`config.mk`:
```
export PLATFORM = sky130hd
export DESIGN_NAME = game_flow_sequencer_flat
export DESIGN_NICKNAME = d
export VERILOG_FILES = /design/src/rtl/game_flow_sequencer_pkg.sv /design/src/rtl/game_flow_sequencer_if.sv /design/src/rtl/game_flow_sequencer_cleared_block_counter.sv /design/src/rtl/game_flow_sequencer.sv /design/src/flat_wrapper.sv
export SDC_FILE = /design/constraint.sdc
export NUM_CORES = 1
export LEC_CHECK = 0
export CORE_AREA = 3 3 117 119
export CTS_BUF_LIST = sky130_fd_sc_hd__clkbuf_4
export DETAILED_ROUTE_END_ITERATION = 7
export DIE_AREA = 0 0 120 122
export DONT_BUFFER_PORTS = 1
export GPL_ROUTABILITY_DRIVEN = 0
export HOLD_SLACK_MARGIN = 0.08
export PLACE_DENSITY = 0.82
export SLEW_MARGIN = 20
export SYNTH_ARGS = -nofsm -noshare
export SYNTH_HDL_FRONTEND = slang
export SYNTH_HIERARCHICAL = 1
export SYNTH_SLANG_ARGS = --single-unit
```
`constraint.sdc`:
```
create_clock -name clk -period 5.9 [get_ports clk]
set_clock_uncertainty 0.2 [all_clocks]
set_input_delay 0.295 -clock clk [delete_from_list [all_inputs] [get_ports clk]]
set_output_delay 0.295 -clock clk [all_outputs]
set_load 0.005 [all_outputs]
```
`src/rtl/game_flow_sequencer_pkg.sv`:
```
// game_flow_sequencer_pkg: shared game-flow state encoding and default playfield constants.
package game_flow_sequencer_pkg;
    localparam int NUM_BLOCKS = 72;
    localparam int SCREEN_H = 480;
    localparam int BOTTOM_Y = SCREEN_H - 10;
    localparam int INIT_LIVES = 3;
    localparam int LOST_DELAY_FRAMES = 60;
    localparam int SCORE_W = 10;
    typedef enum logic [2:0] {
        IDLE = 3'd0,
        SERVE = 3'd1,
        PLAY = 3'd2,
        LOST = 3'd3,
        WON = 3'd4,
        GAME_OVER = 3'd5
    } game_state_t;
    function automatic logic in_update_phase(game_state_t s);
        return s == SERVE || s == PLAY;
    endfunction
endpackage

```
`src/rtl/game_flow_sequencer_if.sv`:
```
// game_flow_sequencer_if: handshake and field/ball signals between the sequencer and GamePhysics.
interface game_flow_sequencer_if #(
    parameter int NUM_BLOCKS = game_flow_sequencer_pkg::NUM_BLOCKS
);
    logic start_update;
    logic ball_reset;
    logic field_reset;
    logic update_done;
    logic [9:0] ball_y_pixel;
    logic [NUM_BLOCKS-1:0] block_state;
    modport master(
        output start_update, ball_reset, field_reset,
        input update_done, ball_y_pixel, block_state
    );
    modport slave(
        input start_update, ball_reset, field_reset,
        output update_done, ball_y_pixel, block_state
    );
endinterface

```
`src/rtl/game_flow_sequencer_cleared_block_counter.sv`:
```
// cleared_block_counter: registered popcount of the blocks cleared by one physics update.
module cleared_block_counter #(
    parameter int NUM_BLOCKS = 72
) (
    input logic clk,
    input logic rst_n,
    input logic valid,
    input logic [NUM_BLOCKS-1:0] mask,
    output logic [6:0] count,
    output logic count_valid
);
    logic [6:0] ones;
    always_comb begin
        ones = '0;
        for (int i = 0; i < NUM_BLOCKS; i++) ones = ones + 7'(mask[i]);
    end
    always_ff @(posedge clk or negedge rst_n) begin
        if (!rst_n) begin
            count <= '0;
            count_valid <= 1'b0;
        end else begin
            count <= valid ? ones : '0;
            count_valid <= valid;
        end
    end
endmodule

```
`src/rtl/game_flow_sequencer.sv`:
```
// game_flow_sequencer: Breakout game-flow FSM; paces physics once per frame and
// keeps lives, score and level.
module game_flow_sequencer import game_flow_sequencer_pkg::*; #(
    parameter int NUM_BLOCKS = game_flow_sequencer_pkg::NUM_BLOCKS,
    parameter int INIT_LIVES = game_flow_sequencer_pkg::INIT_LIVES,
    parameter int BOTTOM_Y = game_flow_sequencer_pkg::BOTTOM_Y,
    parameter int LOST_DELAY_FRAMES = game_flow_sequencer_pkg::LOST_DELAY_FRAMES,
    parameter int SCORE_W = game_flow_sequencer_pkg::SCORE_W
) (
    input logic clk,
    input logic rst_n,
    input logic frame_rendered,
    input logic sw_pause,
    input logic btn_release,
    game_flow_sequencer_if.master phys,
    output logic [2:0] game_state,
    output logic [1:0] lives,
    output logic [SCORE_W-1:0] score,
    output logic [3:0] level,
    output logic overrun
);
    localparam int CNT_W = $clog2(LOST_DELAY_FRAMES + 1);
    game_state_t state, state_nxt;
    logic btn_q, busy, start_q, ball_reset_q, field_reset_q;
    logic rel_edge, done_ok, frame_ok, lost_ball, lose_life, lost_last;
    logic start_nxt, overrun_nxt, field_rst_nxt, ball_rst_nxt, new_game;
    logic [CNT_W-1:0] lost_cnt;
    logic [NUM_BLOCKS-1:0] prev_blocks;
    logic [6:0] cleared_cnt;
    logic cleared_valid;
    logic [SCORE_W:0] score_sum;
    // A done only counts while an update is outstanding, so a stale one after reset is dropped.
    assign done_ok = phys.update_done & busy;
    assign rel_edge = btn_release & ~btn_q & ~sw_pause;
    assign frame_ok = frame_rendered & ~sw_pause;
    assign lost_ball = phys.ball_y_pixel >= 10'(BOTTOM_Y);
    assign lose_life = state == PLAY && done_ok && |phys.block_state && lost_ball;
    assign lost_last = frame_ok && lost_cnt == CNT_W'(LOST_DELAY_FRAMES - 1);
    assign start_nxt = frame_ok & (~busy | done_ok) & in_update_phase(state) & in_update_phase(state_nxt);
    assign overrun_nxt = frame_ok & busy & ~done_ok & in_update_phase(state);
    assign score_sum = {1'b0, score} + (SCORE_W + 1)'(cleared_cnt);
    always_comb begin
        state_nxt = state;
        field_rst_nxt = 1'b0;
        ball_rst_nxt = 1'b0;
        new_game = 1'b0;
        case (state)
            IDLE, GAME_OVER: begin
                state_nxt = rel_edge ? SERVE : state;
                field_rst_nxt = rel_edge;
                new_game = rel_edge;
            end
            SERVE: state_nxt = rel_edge ? PLAY : SERVE;
            PLAY: state_nxt = !done_ok ? PLAY : ~|phys.block_state ? WON :
                              !lost_ball ? PLAY : lives == 2'd1 ? GAME_OVER : LOST;
            LOST: begin
                state_nxt = lost_last ? SERVE : LOST;
                ball_rst_nxt = lost_last;
            end
            WON: begin
                state_nxt = rel_edge ? SERVE : WON;
                field_rst_nxt = rel_edge;
            end
            default: state_nxt = IDLE;
        endcase
    end
    always_ff @(posedge clk or negedge rst_n) begin
        if (!rst_n) begin
            state <= IDLE;
            btn_q <= 1'b0;
            busy <= 1'b0;
            start_q <= 1'b0;
            ball_reset_q <= 1'b0;
            field_reset_q <= 1'b0;
            overrun <= 1'b0;
            lost_cnt <= '0;
            prev_blocks <= '1;
            lives <= '0;
            score <= '0;
            level <= '0;
        end else begin
            state <= state_nxt;
            btn_q <= btn_release;
            start_q <= start_nxt;
            ball_reset_q <= ball_rst_nxt;
            field_reset_q <= field_rst_nxt;
            busy <= start_nxt | (busy & ~phys.update_done);
            overrun <= overrun | overrun_nxt;
            lost_cnt <= state != LOST ? '0 : lost_cnt + CNT_W'(frame_ok);
            prev_blocks <= field_rst_nxt ? '1 : done_ok ? phys.block_state : prev_blocks;
            lives <= new_game ? 2'(INIT_LIVES) : lose_life ? lives - 2'd1 : lives;
            score <= new_game ? '0 : !cleared_valid ? score :
                     score_sum[SCORE_W] ? '1 : score_sum[SCORE_W-1:0];
            level <= new_game ? 4'd0 : field_rst_nxt ? level + 4'd1 : level;
        end
    end
    cleared_block_counter #(.NUM_BLOCKS(NUM_BLOCKS)) u_counter (
        .clk(clk),
        .rst_n(rst_n),
        .valid(done_ok),
        .mask(prev_blocks & ~phys.block_state),
        .count(cleared_cnt),
        .count_valid(cleared_valid)
    );
    assign phys.start_update = start_q;
    assign phys.ball_reset = ball_reset_q;
    assign phys.field_reset = field_reset_q;
    assign game_state = state;
endmodule

```
`src/flat_wrapper.sv`:
```
// flat-port wrapper written by rule: the top's interface ports become plain ports
module game_flow_sequencer_flat import game_flow_sequencer_pkg::*;
#(
    parameter int NUM_BLOCKS = game_flow_sequencer_pkg::NUM_BLOCKS,
    parameter int INIT_LIVES = game_flow_sequencer_pkg::INIT_LIVES,
    parameter int BOTTOM_Y = game_flow_sequencer_pkg::BOTTOM_Y,
    parameter int LOST_DELAY_FRAMES = game_flow_sequencer_pkg::LOST_DELAY_FRAMES,
    parameter int SCORE_W = game_flow_sequencer_pkg::SCORE_W
)
  (clk, rst_n, frame_rendered, sw_pause, btn_release, game_state, lives, score, level, overrun, phys_start_update, phys_ball_reset, phys_field_reset, phys_update_done, phys_ball_y_pixel, phys_block_state);
  game_flow_sequencer_if #(.NUM_BLOCKS(NUM_BLOCKS)) phys_i ();
  input logic clk;
  input logic rst_n;
  input logic frame_rendered;
  input logic sw_pause;
  input logic btn_release;
  output logic [2:0] game_state;
  output logic [1:0] lives;
  output logic [SCORE_W-1:0] score;
  output logic [3:0] level;
  output logic overrun;
  output wire logic [$bits(phys_i.start_update)-1:0] phys_start_update;
  output wire logic [$bits(phys_i.ball_reset)-1:0] phys_ball_reset;
  output wire logic [$bits(phys_i.field_reset)-1:0] phys_field_reset;
  input wire logic [$bits(phys_i.update_done)-1:0] phys_update_done;
  input wire logic [$bits(phys_i.ball_y_pixel)-1:0] phys_ball_y_pixel;
  input wire logic [$bits(phys_i.block_state)-1:0] phys_block_state;
  assign phys_start_update = phys_i.start_update;
  assign phys_ball_reset = phys_i.ball_reset;
  assign phys_field_reset = phys_i.field_reset;
  assign phys_i.update_done = phys_update_done;
  assign phys_i.ball_y_pixel = phys_ball_y_pixel;
  assign phys_i.block_state = phys_block_state;
  game_flow_sequencer #(.NUM_BLOCKS(NUM_BLOCKS), .INIT_LIVES(INIT_LIVES), .BOTTOM_Y(BOTTOM_Y), .LOST_DELAY_FRAMES(LOST_DELAY_FRAMES), .SCORE_W(SCORE_W)) u_core (.clk(clk), .rst_n(rst_n), .frame_rendered(frame_rendered), .sw_pause(sw_pause), .btn_release(btn_release), .phys(phys_i), .game_state(game_state), .lives(lives), .score(score), .level(level), .overrun(overrun));
endmodule
```
=== After elaboration in Yosys (flattened, before gate mapping) ===
Cells that the tools add are included.

* Register bits: 111
* Output and inout port bits: 23

* Add/sub/neg operators: 75
* Order comparisons: 1
* Equal/unequal tests: 10
* Muxes and demuxes: 23
* Bitwise operators: 21
* Reductions and logical operators: 14

{| class="wikitable"
|+ Operators with widths
! kind !! count
|-
| $add A7 B1 Y7 || 65
|-
| $mux W72 || 2
|-
| $and A72 B72 Y72 || 1
|-
| $not A72 Y72 || 1
|-
| $reduce_or A72 Y1 || 1
|-
| $mux W10 || 3
|-
| $mux W3 || 6
|-
| $pmux W3 S5 || 1
|-
| $add A10 B7 Y11 || 1
|-
| $and A1 B1 Y1 || 11
|-
| $ge A10 B9 Y1 const B || 1
|-
| $eq A3 B2 Y1 const B || 3
|-
| $mux W2 || 4
|-
| $mux W4 || 2
|-
| $reduce_bool A2 Y1 || 4
|-
| $add A6 B1 Y7 || 1
|-
| $mux W7 || 1
|-
| $add A5 B1 Y6 || 1
|-
| $add A6 B1 Y6 || 1
|-
| $eq A3 B1 Y1 const B || 2
|-
| $eq A3 B3 Y1 const B || 2
|-
| $eq A6 B6 Y1 const B || 1
|-
| $mux W6 || 1
|-
| $add A4 B1 Y5 || 1
|-
| 15 further kinds || 27
|}

=== Depth between registers and ports, before layout ===
* Depth in word-level cells: 74
* Mapped depth: 21

=== By module ===
Netlist, hierarchy kept.

{| class="wikitable"
|+ By module, submodules not included
! module !! instances !! cells an instance !! area an instance (um^2) !! sequential area each (um^2)
|-
| game_flow_sequencer || 1 || 590 || 5301.3 || 2667.6
|-
| cleared_block_counter || 1 || 221 || 2229.6 || 200.2
|}

=== Worst setup path after synthesis ===
No wires, ideal clock.

* Kind: reg2reg
* From: reg u_core.prev_blocks[35]
* To: reg u_core.u_counter.count[5]
* Library setup time: 0.132 ns
* Data arrival time: 5.884 ns
* Data required time: 5.568 ns
* Setup slack: -0.315 ns
* Stages on the path, launching flop included: 20
* Period minus slack after synthesis: 6.215 ns
* Path through: dfstp_2 -> nor2b_1 -> inv_1 -> fa_1 -> inv_1 -> fa_1 -> fa_1 -> inv_1 -> fa_1 -> fa_1 -> inv_1 -> fa_1 -> fa_1 -> inv_1 -> fa_1 -> inv_1 -> ha_1 -> a211oi_2 -> nor3_1 -> or3b_1

* Longest elaborated chain between the ends: 39

{| class="wikitable"
|+ RTL lines
! what !! RTL line !! RTL
|-
| start: declaration || game_flow_sequencer.sv:28 || <nowiki>logic [NUM_BLOCKS-1:0] prev_blocks;</nowiki>
|-
| start signal: assignment || game_flow_sequencer.sv:90 || <nowiki>prev_blocks <= field_rst_nxt ? '1 : done_ok ? phys.block_state : prev_blocks;</nowiki>
|-
| $and A72 B72 Y72 || game_flow_sequencer.sv:101 || <nowiki>.mask(prev_blocks & ~phys.block_state),</nowiki>
|-
| $add A7 B1 Y7 (37 in a row) || game_flow_sequencer_cleared_block_counter.sv:15 || <nowiki>for (int i = 0; i < NUM_BLOCKS; i++) ones = ones + 7'(mask[i]);</nowiki>
|-
| $mux W7 || game_flow_sequencer_cleared_block_counter.sv:22 || <nowiki>count <= valid ? ones : '0;</nowiki>
|-
| end signal: assignment || game_flow_sequencer_cleared_block_counter.sv:22 ||
|-
| end: declaration || game_flow_sequencer_cleared_block_counter.sv:9 || <nowiki>output logic [6:0] count,</nowiki>
|}

No other way between the ends.
A chain may end at the register's enable or synchronous reset.

=== Worst setup path after layout ===
Ends and elaborated chain as after synthesis.

==> summary.md <==
| Metric | Value |
|---|---|
| YS warnings | 6 |
| RSZ-0062 raised after global routing | true |
| Post-synthesis cell type count | 57 |
| Highest Clock Rate | between 150 and 200 MHz |
| RR Endpoint | u_core/u_counter/count[5] |
| Flops & latches, synth | 111 |
| Crit path DAT | 6380 ps |
| Slowest-stage cell, CP | dfstp_2 |
| HP Class | input pin to flop |
| Final core occ | a little over two thirds |
| Starting Density | 59.4% |
| Fin nets | 1,062 |
| Worst setup EP type | flop |
| Antenna cells | 0 |
| Syn_nets | between 900 and 1k |
| Fillcell total | 938 |
| Syn Inst Count | approximately 810 |
| Die Span Y | 122 um |
| Top FF cell, synth | dfstp_2 |
| Layout cells sized above 1 | between 10% and 20% |
| CTS clk-pin slew, worst paths | 160 ps |
| Share of the synthesized area in the top cell type | 25.1% |
| DR vias | 5,882 |
| Hold Path Depth | 4 |
| DIE WIDTH | 120 um |
| Worst-Margin Slew | 815 ps |
| Most frequent cell after synthesis | nand2_1 |
| IO Pins | 111 |
| Rows | 41 |
| Crit. Startpoint | u_core/prev_blocks[35] |
| Global-route wire length before repair | about 30,000 um |
| Syn Area/Cell | approximately 9.3 um^2 |
| CP startpoint kind | flop |
| Period minus WS final | 6190 ps |
| Commonest cells post-synth | 159 x nand2_1, 116 x inv_1, 77 x nand3_1, 77 x nor2b_1, 72 x dfstp_2 |
| Worst-case reg-to-reg path depth | 20 |
| Pre-CTS WS | -267 ps |
| Status | finished, violations left |
| Final worst setup slack | -291 ps |
| Initial antenna violation count | 0 |
| Failing checks | setup timing |
| Number of global-route vias before repair | ~6k |
| Synth-to-layout area growth | 16.9% |
| Crit Path Max Fanout | 3 |
| Grt total ovfl | 0 |
| Setup CP Type | flop to flop |
| Max Cap Viol | 0 |
| Clock root buffer | clkbuf_4 |
| Asr flop ratio synth | 100% |
| Post-synth EDFFs | 0 |
| Netlist Area Pre-Place | 7530 um^2 |
| Final setup viols | 6 |
| Synth area leader | dfstp_2 |
| Seq/Total Area, Yosys | a little under two fifths |
| Synth top area cells | dfstp_2 25%, fa_1 16%, dfrtp_1 13% |
| DR vias/cell | 5.54 |
| Clock buffer depth | 2 |
| Fin crit share | 105% |
| HPWL Detailed | 12,200 um |
| Worst r2r src | u_core/prev_blocks[35] |
| Clock Sink Count | 111 |
| R2r setup slk | -290 ps |
| DR DRC count | 0 |
| Fin. max-slew vios | 0 |
| CTS tree | built |
| Largest net degree at the start of global routing | 112 |
| Cell Chain, Critical Path | nor2b_1, inv_1, fa_1, inv_1, fa_2, inv_2, fa_1, inv_1, fa_1, inv_1, fa_2, fa_1, fa_1, fa_1, inv_2, ha_4, buf_12, a211oi_4, nor3_2, or3b_1 |
| Num CTS Buffers | 9 |
| Final Hold Fails | 0 |
| Placeable Area | 12,700 um^2 |
| Drt first-iter violations | 549 |
| PortBufs | 0 |
| Drt pass-1 iters | 5 |
| CP most frequent cell | fa_1 |
| Worst-Skew Late Latency | 490 ps |
| Req. time, crit path | 6090 ps |
| WL final | 18,700 um |
| CTS H-tree lvls | 3 |
| Relative slew slack | a little under half |
| Die area | 14,600 um^2 |
| Avg WL per Cell | 17.6 um |
| Max incr delay on CP | 550 ps |
| TNS Setup | -1220 ps |
| Worst Setup EP | u_core/u_counter/count[5] |
| Overall routing resource usage | 26.5% |
| ANT nets after route | 0 |
cells by family (layout without fill, tap and decap cells):
logic type	after synthesis	in the layout	share of synthesized area (%)
adder cells (fa/ha/maj)	90	90	21.1
AND/OR/NAND/NOR	396	396	26.1
flip-flops	111	111	38.1
XOR/XNOR	10	10	1.16
AO/OA/AOI/OAI	56	56	5.78
multiplexers	1	1	0.133
buffers and inverters	147	225	7.59
state kept, by name, indices dropped and copies added (netlist names):
name	flops
u_core/u_counter/count	7
u_core/game_state	3
u_core/btn_q	1
u_core/u_counter/count_valid	1
u_core/lost_cnt	6
u_core/busy	1
u_core/overrun	1
u_core/score	10
u_core/prev_blocks	72
u_core/lives	2
u_core/phys.start_update	1
u_core/phys.ball_reset	1
u_core/phys.field_reset	1
u_core/level	4
cell type report:
cell class / instances / area, um^2 / area share [%]
clock inverter: 5 / 56.3 / 0.640
inverter: 116 / 435 / 4.95
timing repair buffer: 93 / 935 / 10.6
multi-input combinational: 553 / 4210 / 47.8
clock buffer: 11 / 82.6 / 0.938
tap: 172 / 215 / 2.44
sequential: 111 / 2870 / 32.6
worst min-delay path by stage:
stage                               from            endpoint
floorplan                          rst_n        u_core/btn_q
global placement                   rst_n  u_core/lost_cnt[2]
detailed placement                 rst_n  u_core/lost_cnt[2]
CTS                 phys_ball_y_pixel[8]     u_core/lives[0]
global route                 btn_release        u_core/btn_q
finish              phys_ball_y_pixel[8]     u_core/lives[0]
what timing repair did:
| item | CTS | global route |
|---|---|---|
| resized for setup | 8 | 21 |
| setup endpoints to repair | 6 | 6 |
| hold endpoints to repair | 196 | 0 |
| pin swaps | 5 | 20 |
| setup buffers | 0 | 1 |
| hold buffers | 81 | 0 |
critical path, delay by kind of cell (launching register included):
family          cells  cell delay, ps
simple gates        3             530
flops               1             550
compound gates      1             280
buf+inv             7             440
fa+ha+maj           9            4110
per-stage QoR:
| step | hold WS, ps | instances | area, um^2 |
|---|---|---|---|
| 3_3_place_gp | -198 | 963 | 7720 |
| 3_5_place_dp | -197 | 963 | 7720 |
| 6_report | 178 | 1061 | 8800 |
| 2_1_floorplan | -201 | 811 | 7560 |
| 5_1_grt | 180 | 1061 | 8800 |
| 4_1_cts | 130 | 1060 | 8740 |
routing by layer:
layer,vias to the layer above,global-route usage (%),routed length [um]
met5,-,0,0
met3,17,7.66,1400
li1,2737,-,-
met4,0,5.44,227
met2,201,43.9,9430
met1,2927,35.2,7630
cells in the final DEF (no fill, tap or decap), types with 7 or more instances in the layout:
cell type / netlist / routed
nand2_1: 159 / 157
fa_1: 62 / 54
inv_1: 116 / 103
fa_2: 0 / 8
inv_2: 0 / 13
nor2b_1: 77 / 72
dlygate4sd3_1: 0 / 80
dfrtp_1: 39 / 39
dfstp_2: 72 / 72
clkbuf_4: 0 / 11
nand3_1: 77 / 77
a21oi_1: 11 / 10
a311oi_1: 7 / 7
nor2_1: 23 / 23
buf_4: 0 / 10
nor3_1: 8 / 7
nor4_1: 18 / 18
ha_1: 28 / 25
Power is left out: the tool's default activity adds up to more than one toggle a clock period on the data nets, which glitch-free logic cannot reach.
